### config.mk
export PLATFORM = sky130hd
export DESIGN_NAME = servo_pwm
export DESIGN_NICKNAME = d
export VERILOG_FILES = /design/src/rtl/servo_pkg.sv /design/src/rtl/tick_edge_detect.sv /design/src/rtl/servo_pwm.sv
export SDC_FILE = /design/constraint.sdc
export NUM_CORES = 1
export LEC_CHECK = 0
export ABC_AREA = 1
export BUFFER_PORTS_ARGS = -buffer_cell sky130_fd_sc_hd__buf_2
export CORE_MARGIN = 2
export CORE_UTILIZATION = 45
export DETAILED_ROUTE_END_ITERATION = 8
export HOLD_SLACK_MARGIN = 0.02
export PLACE_DENSITY = 0.65
export SYNTH_ARGS = -nofsm -noshare
export SYNTH_HDL_FRONTEND = slang
export SYNTH_SLANG_ARGS = --single-unit
export TNS_END_PERCENT = 50
### constraint.sdc
create_clock -name clk_in -period 2.4 [get_ports clk_in]
set_input_delay 0.48 -clock clk_in [delete_from_list [all_inputs] [get_ports clk_in]]
set_output_delay 0.48 -clock clk_in [all_outputs]
set_load 0.02 [all_outputs]
### src/rtl/servo_pkg.sv
// Shared constants for the servo PWM slice.
// Holds the FSM state encodings and the default timing for 1 us ticks
// derived from a 50 MHz system clock: 20 ms period, 1.0-2.0 ms pulses.
package servo_pkg;

  // FSM state encodings
  localparam logic [0:0] ST_IDLE = 1'b0;
  localparam logic [0:0] ST_RUN  = 1'b1;

  // Default timing in ticks
  localparam int unsigned DEF_PERIOD_TICKS     = 20000;
  localparam int unsigned DEF_MIN_PULSE        = 1000;
  localparam int unsigned DEF_MAX_PULSE        = 2000;
  localparam int unsigned DEF_NEUTRAL_PULSE    = 1500;
  localparam int unsigned DEF_WIDTH            = 16;
  localparam int unsigned DEF_FAILSAFE_PERIODS = 50;

endpackage

### src/rtl/tick_edge_detect.sv
// Rising-edge detector for the clock generator's divided timebase.
// Ports:
//   clk_in      - system clock
//   rst_n       - asynchronous active-low reset
//   tick_in     - divided timebase, clk_in domain
//   tick_rise_c - combinational one-cycle strobe on each tick_in rising edge
module tick_edge_detect (
  input  logic clk_in,
  input  logic rst_n,
  input  logic tick_in,
  output logic tick_rise_c
);

  logic tick_d;

  // Reset high so a tick_in already high at reset release is not a tick.
  always_ff @(posedge clk_in or negedge rst_n) begin
    if (!rst_n) tick_d <= 1'b1;
    else        tick_d <= tick_in;
  end

  assign tick_rise_c = tick_in & ~tick_d;

endmodule

### src/rtl/servo_pwm.sv
// RC-servo pulse generator: one PERIOD_TICKS-long period per cycle, high
// for active_width ticks. New widths arrive over valid/ready, are clamped
// to [MIN_PULSE, MAX_PULSE] and only take effect at a period boundary.
// Ports:
//   clk_in, rst_n        - system clock, asynchronous active-low reset
//   tick_in              - divided timebase; each rising edge is one tick
//   enable               - high runs the generator, low forces IDLE
//   cmd_width/cmd_valid  - requested high time in ticks, with valid
//   cmd_ready            - one-deep pending slot is free
//   pwm_out              - registered servo pulse
//   period_start         - one-cycle strobe at each period boundary
//   failsafe             - neutral width forced by command timeout
// Optional feature: define SERVO_PWM_FAILSAFE_EN to enable the command
// timeout; otherwise failsafe is tied low and the last width holds.
module servo_pwm
  import servo_pkg::*;
#(
  parameter int unsigned PERIOD_TICKS     = DEF_PERIOD_TICKS,
  parameter int unsigned MIN_PULSE        = DEF_MIN_PULSE,
  parameter int unsigned MAX_PULSE        = DEF_MAX_PULSE,
  parameter int unsigned NEUTRAL_PULSE    = DEF_NEUTRAL_PULSE,
  parameter int unsigned WIDTH            = DEF_WIDTH,
  parameter int unsigned FAILSAFE_PERIODS = DEF_FAILSAFE_PERIODS
) (
  input  logic             clk_in,
  input  logic             rst_n,
  input  logic             tick_in,
  input  logic             enable,
  input  logic [WIDTH-1:0] cmd_width,
  input  logic             cmd_valid,
  output logic             cmd_ready,
  output logic             pwm_out,
  output logic             period_start,
  output logic             failsafe
);

  localparam logic [WIDTH-1:0] LAST_TICK = WIDTH'(PERIOD_TICKS - 1);
  localparam logic [WIDTH-1:0] MIN_W     = WIDTH'(MIN_PULSE);
  localparam logic [WIDTH-1:0] MAX_W     = WIDTH'(MAX_PULSE);
  localparam logic [WIDTH-1:0] NEUTRAL_W = WIDTH'(NEUTRAL_PULSE);

  // Elaboration-time parameter sanity
  if ((PERIOD_TICKS < 2) || ((PERIOD_TICKS - 1) >= (2 ** WIDTH))) begin : g_bad_period
    $error("servo_pwm: PERIOD_TICKS does not fit the counter");
  end
  if ((MIN_PULSE > MAX_PULSE) || (MAX_PULSE >= PERIOD_TICKS) ||
      (NEUTRAL_PULSE < MIN_PULSE) || (NEUTRAL_PULSE > MAX_PULSE) ||
      (FAILSAFE_PERIODS == 0)) begin : g_bad_pulse
    $error("servo_pwm: inconsistent pulse or failsafe parameters");
  end

  logic             tick_rise;
  logic [0:0]       state_q, state_d;
  logic [WIDTH-1:0] cnt_q, cnt_d;
  logic [WIDTH-1:0] active_q, active_d;
  logic [WIDTH-1:0] pend_q, pend_d;
  logic             pend_vld_q, pend_vld_d;
  logic [WIDTH-1:0] cmd_clamped_c;
  logic             accept, boundary, pwm_d;

`ifdef SERVO_PWM_FAILSAFE_EN
  localparam int unsigned     FS_W     = $clog2(FAILSAFE_PERIODS + 1);
  localparam logic [FS_W-1:0] FS_LIMIT = FS_W'(FAILSAFE_PERIODS);
  logic [FS_W-1:0] fs_cnt_q, fs_cnt_d;
  logic            failsafe_d;
`endif

  tick_edge_detect u_tick (
    .clk_in      (clk_in),
    .rst_n       (rst_n),
    .tick_in     (tick_in),
    .tick_rise_c (tick_rise)
  );

  assign cmd_clamped_c = (cmd_width < MIN_W) ? MIN_W :
                         (cmd_width > MAX_W) ? MAX_W : cmd_width;

  // State register
  always_ff @(posedge clk_in or negedge rst_n) begin
    if (!rst_n) state_q <= ST_IDLE;
    else        state_q <= state_d;
  end

  // Next-state, counter, width and command-slot logic
  always_comb begin
    state_d    = state_q;
    cnt_d      = cnt_q;
    active_d   = active_q;
    pend_d     = pend_q;
    pend_vld_d = pend_vld_q;
    boundary   = 1'b0;
    accept     = cmd_valid & cmd_ready;
`ifdef SERVO_PWM_FAILSAFE_EN
    fs_cnt_d   = fs_cnt_q;
    failsafe_d = failsafe;
`endif

    case (state_q)
      ST_IDLE: begin
        cnt_d = '0;
        if (enable && tick_rise) begin
          state_d  = ST_RUN;
          boundary = 1'b1;
        end
      end
      default: begin
        if (!enable) begin
          state_d = ST_IDLE;
          cnt_d   = '0;
        end else if (tick_rise) begin
          if (cnt_q == LAST_TICK) begin
            cnt_d    = '0;
            boundary = 1'b1;
          end else begin
            cnt_d = cnt_q + WIDTH'(1);
          end
        end
      end
    endcase

    // Boundary consumes only what was pending before this cycle.
    if (boundary) begin
      if (pend_vld_q) begin
        active_d   = pend_q;
        pend_vld_d = 1'b0;
      end
`ifdef SERVO_PWM_FAILSAFE_EN
      else if (fs_cnt_q >= FS_LIMIT) begin
        active_d   = NEUTRAL_W;
        failsafe_d = 1'b1;
      end
      // Saturate so failsafe keeps re-asserting the neutral width.
      if (fs_cnt_q != FS_LIMIT) fs_cnt_d = fs_cnt_q + FS_W'(1);
`endif
    end

    if (accept) begin
      pend_d     = cmd_clamped_c;
      pend_vld_d = 1'b1;
`ifdef SERVO_PWM_FAILSAFE_EN
      fs_cnt_d   = '0;
      failsafe_d = 1'b0;
`endif
    end

    pwm_d = (state_d == ST_RUN) && (cnt_d < active_d);
  end

  // Datapath and registered outputs
  always_ff @(posedge clk_in or negedge rst_n) begin
    if (!rst_n) begin
      cnt_q        <= '0;
      active_q     <= NEUTRAL_W;
      pend_q       <= '0;
      pend_vld_q   <= 1'b0;
      cmd_ready    <= 1'b1;
      pwm_out      <= 1'b0;
      period_start <= 1'b0;
    end else begin
      cnt_q        <= cnt_d;
      active_q     <= active_d;
      pend_q       <= pend_d;
      pend_vld_q   <= pend_vld_d;
      cmd_ready    <= ~pend_vld_d;
      pwm_out      <= pwm_d;
      period_start <= boundary;
    end
  end

`ifdef SERVO_PWM_FAILSAFE_EN
  // Command timeout tracking
  always_ff @(posedge clk_in or negedge rst_n) begin
    if (!rst_n) begin
      fs_cnt_q <= '0;
      failsafe <= 1'b0;
    end else begin
      fs_cnt_q <= fs_cnt_d;
      failsafe <= failsafe_d;
    end
  end
`else
  assign failsafe = 1'b0;
`endif

endmodule

# Yosys cells after proc, flatten, opt, wreduce, memory -nomap -nowiden
# Cells that the tools add are included.
[classes] mux=17 add_sub_neg=1 magnitude_cmp=3 n_eq_ne=1 reduce_logical=2 bitwise_logic=4
[op_table] cell="$mux W16" n=8
[op_table] cell="$add A16 B1 Y16 const B" n=1
[op_table] cell="$eq A16 B15 Y1 const B" n=1
[op_table] cell="$gt A16 B11 Y1 const B" n=1
[op_table] cell="$lt A16 B10 Y1 const B" n=1
[op_table] cell="$lt A16 B16 Y1" n=1
[op_table] cell="$mux W1" n=9
[op_table] cell="$and A1 B1 Y1" n=2
[op_table] cell="$logic_and A1 B1 Y1" n=2
[op_table] cell="$not A1 Y1" n=2
[word_totals] inputBits=21 out_inout_bits=4 word_cells=37 register_bits=54

# Longest topological paths before layout
[depth] ltp_word=8 ltp_mapped=20 ltp_nobuf=19

# Cells and area by module
# From an unflattened synthesis, not the netlist that was laid out.
[unflattened] hier_cells=323 hier_area_um2=2871.5
[modules_own_cells] mod="servo_pwm" area_each_um2=2835.2 cells_each=320 seq_area_each_um2=1336.3 n_inst=1
[modules_own_cells] mod="tick_edge_detect" area_each_um2=36.3 cells_each=3 seq_area_each_um2=26.3 n_inst=1

# Worst setup path after synthesis
# No wires, ideal clock.
[synth_path] path_type="input-to-reg" from="input tick_in" to="register pwm_out" t_arrival_ns=2.287 t_required_ns=2.274 slack_ns=-0.013 cell_stages=15 setup_ns=0.126 n_path_buf=0 cell_sequence="inv_1 > nor2_4 > nand4_2 > nor2_2 > nand3_2 > nor3_4 > nand3_2 > nor2_2 > nand3_1 > nand4_1 > nor2_1 > ha_1 > nand4_1 > nor3_1 > a21oi_2"
[synth_via] elab_cells_between_ends=13 classes_between="1 x order compare; 9 x mux; 1 x bitwise; 2 x reduce/logical"
[synth_lines] element="from (decl)" line_no="servo_pwm.sv:27" text="input logic tick_in,"
[synth_lines] element="$and A1 B1 Y1" line_no="tick_edge_detect.sv:22" text="assign tick_rise_c = tick_in & ~tick_d;"
[synth_lines] element="$mux W16" line_no="servo_pwm.sv:110" text="end else if (tick_rise) begin"
[synth_lines] element="$mux W16" line_no="servo_pwm.sv:107" text="if (!enable) begin"
[synth_lines] element="$mux W16" line_no="servo_pwm.sv:98" text="case (state_q)"
[synth_lines] element="via cnt_d[15]" line_no="servo_pwm.sv:54" text="logic [WIDTH-1:0] cnt_q, cnt_d;"
[synth_lines] element="$lt A16 B16 Y1" line_no="servo_pwm.sv:146" text="pwm_d = (state_d == ST_RUN) && (cnt_d < active_d);"
[synth_lines] element="$logic_and A1 B1 Y1" line_no="servo_pwm.sv:146"
[synth_lines] element="via pwm_d" line_no="servo_pwm.sv:59" text="logic accept, boundary, pwm_d;"
[synth_lines] element="to (signal assigned)" line_no="servo_pwm.sv:165" text="pwm_out <= pwm_d;"
[synth_lines] element="to (decl)" line_no="servo_pwm.sv:32" text="output logic pwm_out,"
# The timed path passes the listed nets, and every way through them passes these cells.
# A chain may end at the register's enable or synchronous reset.

# Worst setup path after layout
[layout_path] from="register cnt_q[1]" to="register pwm_out"
[layout_via] elab_cells_between_ends=13 classes_between="1 x add/sub; 1 x order compare; 1 x eq/ne; 9 x mux; 1 x reduce/logical"
[layout_lines] element="from (decl)" line_no="servo_pwm.sv:54"
[layout_lines] element="from (signal assigned)" line_no="servo_pwm.sv:160" text="cnt_q <= cnt_d;"
[layout_lines] element="$add A16 B1 Y16 / $eq A16 B15 Y1 (equally long branches)" line_no="servo_pwm.sv:115, servo_pwm.sv:111"
[layout_lines] element="$mux W16 (*)" line_no="servo_pwm.sv:111" text="if (cnt_q == LAST_TICK) begin"
[layout_lines] element="$mux W16 (*)" line_no="servo_pwm.sv:110"
[layout_lines] element="$mux W16 (*)" line_no="servo_pwm.sv:107"
[layout_lines] element="$mux W16 (*)" line_no="servo_pwm.sv:98"
[layout_lines] element="via cnt_d[12]" line_no="servo_pwm.sv:54"
[layout_lines] element="$lt A16 B16 Y1 (*)" line_no="servo_pwm.sv:146"
[layout_lines] element="$logic_and A1 B1 Y1 (*)" line_no="servo_pwm.sv:146"
[layout_lines] element="via pwm_d" line_no="servo_pwm.sv:59"
# The timed path passes the listed nets; every way through them passes the cells marked *.

==> run metrics <==
dominant synthesized flop cell dfrtp_1; latest clock arrival within the worst-skew pair 0.30 ns; Total Routing Usage GR 0.188; DR iter-0 viols 91; Core ar. 5990 um2; Nets 458; Post-synth EDFFs 0; multi-input logic area 1310 um2; final slew viol count 0; FF+latch area 1360 um2; DRT Wirelength 6230 um; vias in the first global route 2,387; Pleak 0.00186 uW; Hold WC Path Type input port to asynchronous set/reset pin; critical-path cell list ha_2 > nand3_4 > inv_2 > nand4_1 > nor2_2 > nand3_1 > inv_1 > nand2_2 > nor2_4 > buf_4 > o21ai_1 > a21oi_2 > ha_1 > nand4_1 > inv_1 > nand2_1 > o2111ai_2 > a21oi_2; IO buf count 23; CTS Sinks 54; fin crit period 2.57 ns; first-pass GRT wire length 10,600 um; Slowest Stage Delay on Critical Path 0.39 ns; placement row count 28; final period utilization 1.07; Final Util 0.622; fraction of layout cells with a size suffix above 1 0.322; # DRC 0; Wirelength per Cell 12.5 um; final setup violation count 1; Crit Path Max Fanout 2; Worst-Margin Slew 0.670 ns; fmax 389 MHz; largest net degree at the start of global routing 32; Seq cells post-synth 54; First-pass DRT Iterations 6; Hold Fails Final Rpt 0; Power Density 655 nW/um2; Cell Area, Synth 2820 um2; io pins 25; worst slack at placement -0.240 ns; max_slew headroom 0.553; Worst Path Required 2.64 ns; CTS H-tree lvls 2; worst vdd ir 0.000336 V; Post-synth ARST share 1.00; post-detail-place hpwl 4560 um; die area 6900 um2; Worst Setup Start Kind register; CTS Buf Count 5; Worst EP arrival 2.81 ns; hold-fix buffers at CTS 0; Seq/Total Area, Yosys 0.484; WS Path Type register to register; number of routed nets with antenna violations 0; Synth Instances 340; detailed-route via count 2,398; Netlist cell types 34; status complete, but fails checks; Starting Density 0.470; TritonCTS clock tree done; Clk pin slew, worst setup/hold paths 0.10 ns; Final WS setup -0.169 ns; Max clock buf depth 2; routed vias/inst 4.82; diode count 0; Clock Skew 0.00706 ns; Mapped Nets 377; GPL Wtd Cong 0.845; violated checks setup timing; CP Capture Type register; grt total ovfl 0; yosys warns 0; Die Width 83.1 um; RSZ-0062 raised after global routing true; # fillers 522; Max stage delay cell, worst path dfrtp_1; syn_area_per_cell 8.28 um2; Clk Tree Root Cell clkbuf_8; synthesis-to-layout area growth 32.4%; die height 83.1 um; initial antenna violation count 0; MaxCap Viol Count 0
## cells in the final DEF, fill, tap and decap left out, types with 4 or more instances in the layout
cell type and count:
inv_1 64, nand2_1 57, buf_4 52, dfrtp_1 45
nor2_1 37, buf_2 23, o21ai_0 21, a21oi_1 19
ha_1 14, dfstp_2 9, nor2_4 6, nand3_1 6
nand2_2 5, nand4_1 5, o21ai_1 5, a21oi_2 5
clkbuf_8 5, xor2_1 4
## final cells by class
class | instances | area share
clock buffers | 5 | 0.0185
clock inverters | 3 | 0.0128
inverters | 68 | 0.0685
multi-input cells | 213 | 0.351
flip-flops and latches | 54 | 0.366
well taps | 75 | 0.0252
repair buffers | 79 | 0.158
## power by group
part | internal, uW | switching (uW) | total, uW
logic | 280 | 377 | 657
clock network | 319 | 307 | 626
registers | 1100 | 55.3 | 1160
## worst paths after layout
check / cells after the start / slack (ns) / end / from
max: 18 / -0.17 / pwm_out$_DFF_PN0_ / cnt_q[1]$_DFF_PN0_
min: 1 / 0.20 / active_q[1]$_DFF_PN0_ / rst_n
max reg2reg: 18 / -0.17 / pwm_out$_DFF_PN0_ / cnt_q[1]$_DFF_PN0_
min reg2reg: 1 / 0.45 / cmd_ready$_DFF_PN1_ / pend_vld_q$_DFF_PN0_
max in group asynchronous: 2 / 1.52 / active_q[4]$_DFF_PN1_ / rst_n
min in group clk_in: 2 / 0.38 / u_tick.tick_d$_DFF_PN1_ / tick_in
## worst max-delay path: cells and delay by family (launching register included)
family	cells	cell delay, ns
AO/OA/AOI/OAI	4	0.42
adder cells (fa/ha/maj)	2	0.48
buffers and inverters	4	0.34
flip-flops	1	0.39
AND/OR/NAND/NOR	8	0.87
## kinds of logic (layout without fill, tap and decap cells)
group | Yosys count | after routing | synth area share
AOI/OAI and AO/OA | 58 | 58 | 0.114
xor gates and xnor gates | 4 | 4 | 0.0124
adders and majority gates | 16 | 16 | 0.0711
buffers and inverters | 73 | 155 | 0.102
DFF | 54 | 54 | 0.484
other | 1 | 1 | 0.00133
and+or+nand+nor | 134 | 134 | 0.216
## stage by stage
stage | setup TNS, ns | power [uW] | cell area [um2] | cells | hold slack [ns]
after global placement | -0.149 | 1770 | 3380 | 481 | 0.428
after detailed placement | -0.240 | 1800 | 3380 | 481 | 0.437
final | -0.169 | 2440 | 3730 | 497 | 0.200
after CTS | -0.111 | 2460 | 3610 | 495 | 0.215
after global routing | -0.430 | 2610 | 3730 | 497 | 0.253
after floorplan | -0.0130 | 1520 | 2820 | 340 | 0.184
## sequential cells by signal, summed over array words and instances, names as in the netlist
register	count
pend_vld_q	1
pend_q	16
cmd_ready	1
cnt_q	16
state_q	1
u_tick.tick_d	1
active_q	16
period_start	1
pwm_out	1
## Yosys cell counts (all sizes together), types with 4 or more instances
master	n	area share
nor2	46	0.068
nand3	11	0.025
nor3	5	0.013
buf	4	0.0098
nand2	64	0.090
nand4	6	0.016
a21oi	24	0.044
ha	16	0.071
o21ai	29	0.052
inv	67	0.089
dfrtp	45	0.40
xor2	4	0.012
dfstp	9	0.084
## timing repair
action,CTS,global route
gates resized for setup,14,23
setup buffers,5,2
cloned,1,0
pin swaps,6,11
endpoints found under the setup margin,1,1
hold endpoints to repair,0,0
## layer usage
| layer | wire (um) | track usage | up-vias |
|---|---|---|---|
| met4 | 81 | 0.0581 | 0 |
| met2 | 3150 | 0.323 | 40 |
| met5 | 0 | 0 | - |
| met3 | 146 | 0.0348 | 8 |
| li1 | - | - | 1236 |
| met1 | 2850 | 0.241 | 1114 |
(Power assumes the default switching activity.)
